**src/rtl/sar_search.sv**
```systemverilog
// -----------------------------------------------------------------------------
// sar_search
//
// Successive-approximation search controller. Drives a trial value into an
// external magnitude comparator (trial vs. unknown target), consumes its
// greater/less/equal outputs and resolves the target MSB-first, one bit per
// clock edge, in WIDTH decision cycles.
//
// Parameters:
//   WIDTH   bit width of trial/result; must match the comparator width
//
// Ports:
//   clk     in   system clock, rising-edge active
//   rst     in   asynchronous, active-high reset
//   start   in   begin a search; sampled only while idle
//   gti     in   comparator: trial > target
//   lti     in   comparator: trial < target
//   eqi     in   comparator: trial == target
//   trial   out  value driven to the comparator's first operand
//   result  out  resolved target; valid with done, held until next start
//   busy    out  high while searching
//   done    out  one-cycle pulse when result/err are updated
//   err     out  invalid comparator code seen during the last search
//
// Build option:
//   SAR_SEARCH_EARLY_EXIT_EN  when defined, an eqi decision ends the search
//                             immediately with the current trial as result.
//                             When undefined, eqi keeps the bit like lti and
//                             every search runs all WIDTH decisions.
// -----------------------------------------------------------------------------
module sar_search #(
    parameter int WIDTH = 4
) (
    input  logic             clk,
    input  logic             rst,
    input  logic             start,
    input  logic             gti,
    input  logic             lti,
    input  logic             eqi,
    output logic [WIDTH-1:0] trial,
    output logic [WIDTH-1:0] result,
    output logic             busy,
    output logic             done,
    output logic             err
);

    localparam int IDXW = (WIDTH > 1) ? $clog2(WIDTH) : 1;

    typedef enum logic {
        IDLE,
        SEARCH
    } state_t;

    state_t            state_q,  state_d;
    logic [IDXW-1:0]   idx_q,    idx_d;
    logic [WIDTH-1:0]  trial_q,  trial_d;
    logic [WIDTH-1:0]  result_q, result_d;
    logic              busy_q,   busy_d;
    logic              done_q,   done_d;
    logic              err_q,    err_d;

    logic              code_valid;
    logic              eq_exit;
    logic              last_decision;
    logic [IDXW-1:0]   idx_m1;
    logic [WIDTH-1:0]  decided;
    logic [WIDTH-1:0]  next_trial;

    // Exactly one comparator flag must be high for a usable decision.
    assign code_valid = ( gti & ~lti & ~eqi) |
                        (~gti &  lti & ~eqi) |
                        (~gti & ~lti &  eqi);

`ifdef SAR_SEARCH_EARLY_EXIT_EN
    assign eq_exit = code_valid & eqi;
`else
    assign eq_exit = 1'b0;
`endif

    assign last_decision = (idx_q == '0);
    assign idx_m1        = idx_q - IDXW'(1);

    // Bit idx is always set in the current trial, so the decision only has
    // to clear it on gti; lti and eqi leave it as is.
    always_comb begin
        decided = trial_q;
        decided[idx_q] = ~gti;
        next_trial = decided;
        if (!last_decision) begin
            next_trial[idx_m1] = 1'b1;
        end
    end

    always_comb begin
        state_d  = state_q;
        idx_d    = idx_q;
        trial_d  = trial_q;
        result_d = result_q;
        busy_d   = busy_q;
        done_d   = 1'b0;
        err_d    = err_q;

        unique case (state_q)
            IDLE: begin
                // Also reached in the done cycle, so back-to-back starts work.
                if (start) begin
                    state_d        = SEARCH;
                    trial_d        = '0;
                    trial_d[WIDTH-1] = 1'b1;
                    idx_d          = IDXW'(WIDTH - 1);
                    busy_d         = 1'b1;
                    err_d          = 1'b0;
                end
            end

            SEARCH: begin
                if (!code_valid) begin
                    // Abort with whatever trial was under test at this edge.
                    result_d = trial_q;
                    err_d    = 1'b1;
                    done_d   = 1'b1;
                    busy_d   = 1'b0;
                    state_d  = IDLE;
                end else if (eq_exit) begin
                    result_d = trial_q;
                    done_d   = 1'b1;
                    busy_d   = 1'b0;
                    state_d  = IDLE;
                end else if (last_decision) begin
                    trial_d  = decided;
                    result_d = decided;
                    done_d   = 1'b1;
                    busy_d   = 1'b0;
                    state_d  = IDLE;
                end else begin
                    trial_d  = next_trial;
                    idx_d    = idx_m1;
                end
            end

            default: begin
                state_d = IDLE;
                busy_d  = 1'b0;
            end
        endcase
    end

    always_ff @(posedge clk or posedge rst) begin
        if (rst) begin
            state_q  <= IDLE;
            idx_q    <= '0;
            trial_q  <= '0;
            result_q <= '0;
            busy_q   <= 1'b0;
            done_q   <= 1'b0;
            err_q    <= 1'b0;
        end else begin
            state_q  <= state_d;
            idx_q    <= idx_d;
            trial_q  <= trial_d;
            result_q <= result_d;
            busy_q   <= busy_d;
            done_q   <= done_d;
            err_q    <= err_d;
        end
    end

    assign trial  = trial_q;
    assign result = result_q;
    assign busy   = busy_q;
    assign done   = done_q;
    assign err    = err_q;

endmodule

```
**config.mk**
```make
export PLATFORM = sky130hd
export DESIGN_NAME = sar_search
export DESIGN_NICKNAME = d
export VERILOG_FILES = /design/src/rtl/sar_search.sv
export SDC_FILE = /design/constraint.sdc
export NUM_CORES = 1
export LEC_CHECK = 0
export ABC_AREA = 1
export CAP_MARGIN = 20
export CORE_UTILIZATION = 49
export DETAILED_ROUTE_END_ITERATION = 10
export GPL_ROUTABILITY_DRIVEN = 0
export GPL_TIMING_DRIVEN = 0
export PLACE_DENSITY = 0.77
export RECOVER_POWER = 50
export SLEW_MARGIN = 30
export SYNTH_ARGS = -nofsm -noshare
export SYNTH_HDL_FRONTEND = slang
export SYNTH_SLANG_ARGS = --single-unit
```
**constraint.sdc**
```tcl
create_clock -name clk -period 1.49 [get_ports clk]
set_input_delay 0.3725 -clock clk [delete_from_list [all_inputs] [get_ports clk]]
set_output_delay 0.3725 -clock clk [all_outputs]
set_load 0.05 [all_outputs]
```
; After elaboration in Yosys (flattened, before gate mapping)
; Index checks and enable logic that the tools add are counted.
[op_classes]
add_sub_neg = 1
reduce_logical = 8
n_eq_ne = 6
n_mux = 29
bitwise = 13
order_cmp = 4
[ops]
columns = cell, n
row1 = two-way mux 4 bit, 5
row2 = two-way mux 1 bit, 13
row3 = one-hot mux 4 bit (2 select lines), 1
row4 = AND reduction 2 bit, 4
row5 = AND 1 bit, 6
row6 = "< comparator 2 x 3 -> 1 bit, second input constant", 2
row7 = two-way mux 2 bit, 3
row8 = "!= test 2 bit, second input constant", 3
row9 = one-hot mux 1 bit (2 select lines), 3
row10 = bitwise mux 4 bit, 1
row11 = demux 1 bit (select 2 bit), 2
row12 = "greater-or-equal comparator 2 x 1 -> 1 bit, second input constant", 2
row13 = "!= test 2 x 1 -> 1 bit, second input constant", 2
row14 = inverter 1 bit, 4
row15 = bitwise OR 4 bit, 1
row16 = one-hot mux 2 bit (2 select lines), 1
row17 = "!= test 3 x 2 -> 1 bit, second input constant", 1
row18 = AND reduction 3 bit, 1
row19 = logical AND 1 bit, 2
row20 = logical NOT 2 bit, 1
row21 = bitwise OR 1 bit, 2
row22 = "subtractor 2 x 1 -> 2 bit, second input constant", 1
[totals]
in_bits = 6
regBits = 14
elab_cells = 68
out_inout_bits = 11

; Longest topological paths before layout
[depth]
word_depth = 9
ltp_mapped = 9
depth_no_buf = 9

; Worst setup path after synthesis
; Ideal clock, no wire load.
[synth_timing]
kind = register -> register
start = reg idx_q[0]
end = reg idx_q[0]
t_required_ns = 1.373
arrival_time_ns = 1.094
stages_incl_launch_ff = 7
setup_time_ns = 0.117
setup_slack_ns = 0.278
path_buffers = 0
cell_sequence = dfrtp_1 -> inv_1 -> ha_1 -> nand2_2 -> nand3_2 -> nand2_1 -> nand2_1
[synth_between]
elab_chain_cells = 4
elab_cells_between_ends = 7
cone_classes = add/sub: 1 / eq/ne: 1 / mux: 3 / reduce/logical: 2
[synth_lines]
columns = element, line
row1 = from (decl), 55  ; logic [IDXW-1:0] idx_q, idx_d;
row2 = from (signal assigned), 159  ; idx_q <= idx_d;
row3 = subtractor 2 x 1 -> 2 bit, 81  ; assign idx_m1 = idx_q - IDXW'(1);
row4 = two-way mux 2 bit, 129  ; end else if (last_decision) begin
row5 = two-way mux 2 bit, 117  ; if (!code_valid) begin
row6 = one-hot mux 2 bit (2 select lines), 103  ; unique case (state_q)
; Several ways; a longest one is shown, not always the timed one. The select of a mux whose other input is x is not followed.
; A chain may end at the register's enable or synchronous reset.

; Worst setup path in the final report
[layout_timing]
start = reg trial_q[2] (netlist: trial[2])
end = out trial[2]
[layout_rtl]
columns = element, line
row1 = from (decl), 56  ; logic [WIDTH-1:0] trial_q, trial_d;
row2 = from (signal assigned), 160  ; trial_q <= trial_d;
row3 = to (decl), 40  ; output logic [WIDTH-1:0] trial,
; No word-level cell between the ends.

==> metrics.md <==
| Metric | Value |
|---|---|
| Ys Warns | `0` |
| Flop pwr share | `28.2%` |
| Routed via count | `729` |
| Largest net degree at the start of global routing | `15` |
| Final instance area | `1050 sq um` |
| Hold buffers post-CTS | `0` |
| Min-delay worst type | `reg2reg` |
| Synthesized netlist cell count | `approximately 100` |
| Initial antenna violation count | `0` |
| Die span in x | `~44 um` |
| Setup TNS | `0 ps` |
| Leak | `0.563 nW` |
| Clock root buffer | `clkbuf_4` |
| Die area | `1900 sq um` |
| Area leader, netlist | `dfrtp_1` |
| Sink Count | `14` |
| Tmin final | `1440 ps` |
| Worst clock skew | `6.24 ps` |
| Final Max Slew Viols | `0` |
| Post-synthesis cell type count | `18` |
| Final wirelength | `1.73 mm` |
| Required @ worst endpoint | `about 1100 ps` |
| Ports | `17` |
| Area of the mapped netlist | `847 sq um` |
| CP Max Fanout | `4` |
| Start of the worst register-to-register path | `idx_q[1]` |
| Synth top area cells | `dfrtp_1 (41%), nand2_1 (12%), nand3_1 (7.7%)` |
| Final setup violation count | `0` |
| # port buffers | `16` |
| Syn avg cell area | `8.30 sq um` |
| Max incr delay on CP | `400 ps` |
| Clock power frac | `11.2%` |
| Design Power | `2.52 mW` |
| Drt first pass iters | `7` |
| Layout cell share with drive strength beyond 1 | `23.8%` |
| Sw Ratio | `between 50% and 60%` |
| Buf/Inv on CP | `1` |
| Antenna cell count | `0` |
| Detailed placement HPWL | `1.27 mm` |
| Row Count | `14` |
| Seq/Total Area, Yosys | `41.4%` |
| Worst relative slew slack | `approximately 63%` |
| CTS clock-pin slew for the worst setup and hold paths | `roughly 90 ps` |
| CP Cell Sequence | `clkdlybuf4s18_2` |
| Drc violations | `4` |
| Final period util | `between 90 and 100%` |
| All-Layer GR Usage | `21.3%` |
| Switching power | `between 1 and 1.5 mW` |
| TritonCTS clock tree | `done` |
| Die height | `~44 um` |
| CP delay by family, top | `flip-flops` |
| Fmax | `696 MHz` |
| Num CTS Buffers | `3` |
| WS Path Type | `reg2out` |
| ANT nets after route | `0` |
| Fillers | `132` |
| Synth-to-layout area growth | `24.5%` |
| Pin slew with the least headroom to its limit | `551 ps` |
| Comb pwr share | `60.6%` |
| Top cell type's share of synthesized area | `41.4%` |
| Htree depth | `1` |
| Area post-placement | `roughly 1000 sq um` |
| Vias in the first global route | `715` |
| First-pass GRT wire length | `just over 3 mm` |
| Mapped Nets | `113` |
| Pint | `1.18 mW` |
| Status | `finished with violations` |
| Failing checks | `DRC` |
| Initial core utilization | `54.3%` |
| VDD IR max | `roughly 1300 uV` |
| Final Hold Fails | `0` |
| Grt total ovfl | `0` |
| Clock Latency Late Sink | `about 290 ps` |
| Crit path from | `trial[2]` |
| Power Density | `2390 nW/um^2` |
| Final #Nets | `approximately 130` |
| Slowest stage cell, crit path | `dfrtp_1` |
| Crit. End Element | `output port` |
| Mean routed wirelength per cell | `around 13 um` |
| Max Cap Viol | `0` |
| RSZ-0062 raised after global routing | `false` |
| Crit path DAT | `1060 ps` |
| Core area | `1560 sq um` |
| DRT iter0 DRCs | `25` |
| Worst Hold Slack | `approximately 520 ps` |
| Vias per cell | `5.28` |
| CTS Buffer Depth | `2` |
| Hold Startpoint | `result[3]` |
| Synth Register Bits | `14` |
| CP startpoint kind | `flip-flop` |
-- what timing repair did --
| action | CTS | global route |
|---|---|---|
| pin swaps | 0 | 0 |
| gates resized for setup | 32 | 10 |
| buffers inserted | 0 | 0 |
| endpoints found under the setup margin | 11 | 14 |
-- per-stage QoR --
stage	worst slack (ps)	utilization (%)	cells
after floorplan	278	-	102
after global placement	-260	65.9	134
after detailed placement	-283	65.9	134
after CTS	2.64	69.0	138
after global routing	1.11	67.7	138
final	54.0	67.7	138
-- final timing paths --
| path | endpoint | slack (ps) | depth (start not counted) |
|---|---|---|---|
| max | trial[2] | 50 | 1 |
| max reg2reg | idx_q[1] | 150 | 6 |
| min in group asynchronous | state_q | 560 | 2 |
| max in group asynchronous | idx_q[0] | 540 | 2 |
| min reg2reg | result[3] | 520 | 2 |
| min | result[3] | 520 | 2 |
-- cells in the mapped netlist --
cell type and instances:
nand3_2 1, a21oi_1 7, nand4_1 2, ha_1 5, o21ai_2 1, nand2_1 28, o21ai_0 1, o21ai_1 2
nand3_4 3, inv_2 1, inv_1 10, dfrtp_1 14, nor2_1 7, buf_2 1, nand2_2 1, nand2_4 4
or2_2 1, nand3_1 13
-- layout make-up --
type                            instances  area [sq um]  area share (%)
Inverter                               11          41.3            3.91
Clock buffer                            4          36.3            3.44
Timing Repair Buffer                   16           150            14.2
Sequential cell                        14           352            33.3
Multi-Input combinational cell         76           450            42.7
Tap cell                               16          20.0            1.90
Buffer                                  1          5.00           0.474
-- power groups by stage --
stage	clock, mW	sequential (mW)	combinational (mW)
6_report	0.281	0.711	1.53
5_1_grt	0.303	0.734	1.68
4_1_cts	0.287	0.707	1.56
3_5_place_dp	0	0.715	1.60
3_3_place_gp	0	0.708	1.57
2_1_floorplan	0	1.17	0.692
-- cell usage in the layout (no fill, tap or decap), types with 3 or more instances in the layout --
cell	count
clkdlybuf4s15_2	6
nand3_4	3
a21oi_1	7
clkdlybuf4s50_1	3
inv_1	10
nand3_1	13
nand2_4	4
nand2_1	28
buf_2	4
nor2_1	7
clkbuf_4	3
dfrtp_1	13
ha_1	5
-- cells by family after synthesis --
logic type,count (synthesis),synth area share (%)
adder cells (fa/ha/maj),5,7.39
flip-flops,14,41.4
AO/OA/AOI/OAI,11,6.94
AND/OR/NAND/NOR,60,38.8
buffers and inverters,12,5.46
-- registers in the layout, summed over array words and instances (netlist names) --
| signal | flops |
|---|---|
| idx_q | 2 |
| result | 4 |
| state_q | 1 |
| err | 1 |
| busy | 1 |
| trial | 4 |
| done | 1 |
-- worst min-delay path: stages, from the launching register on --
cell and delay (ps):
dfrtp_1 360, nand3_1 70, nand2_1 60
-- layer usage --
metal  up-vias  part of all wire, %  global-route usage (%)
li1        372                    -                       -
met1       329                   45                    27.3
met2        26                   47                    36.7
met3         2                  6.4                    5.00
met4         0                 0.87                    3.75
met5         -                    0                       0
(Power assumes the default switching activity.)
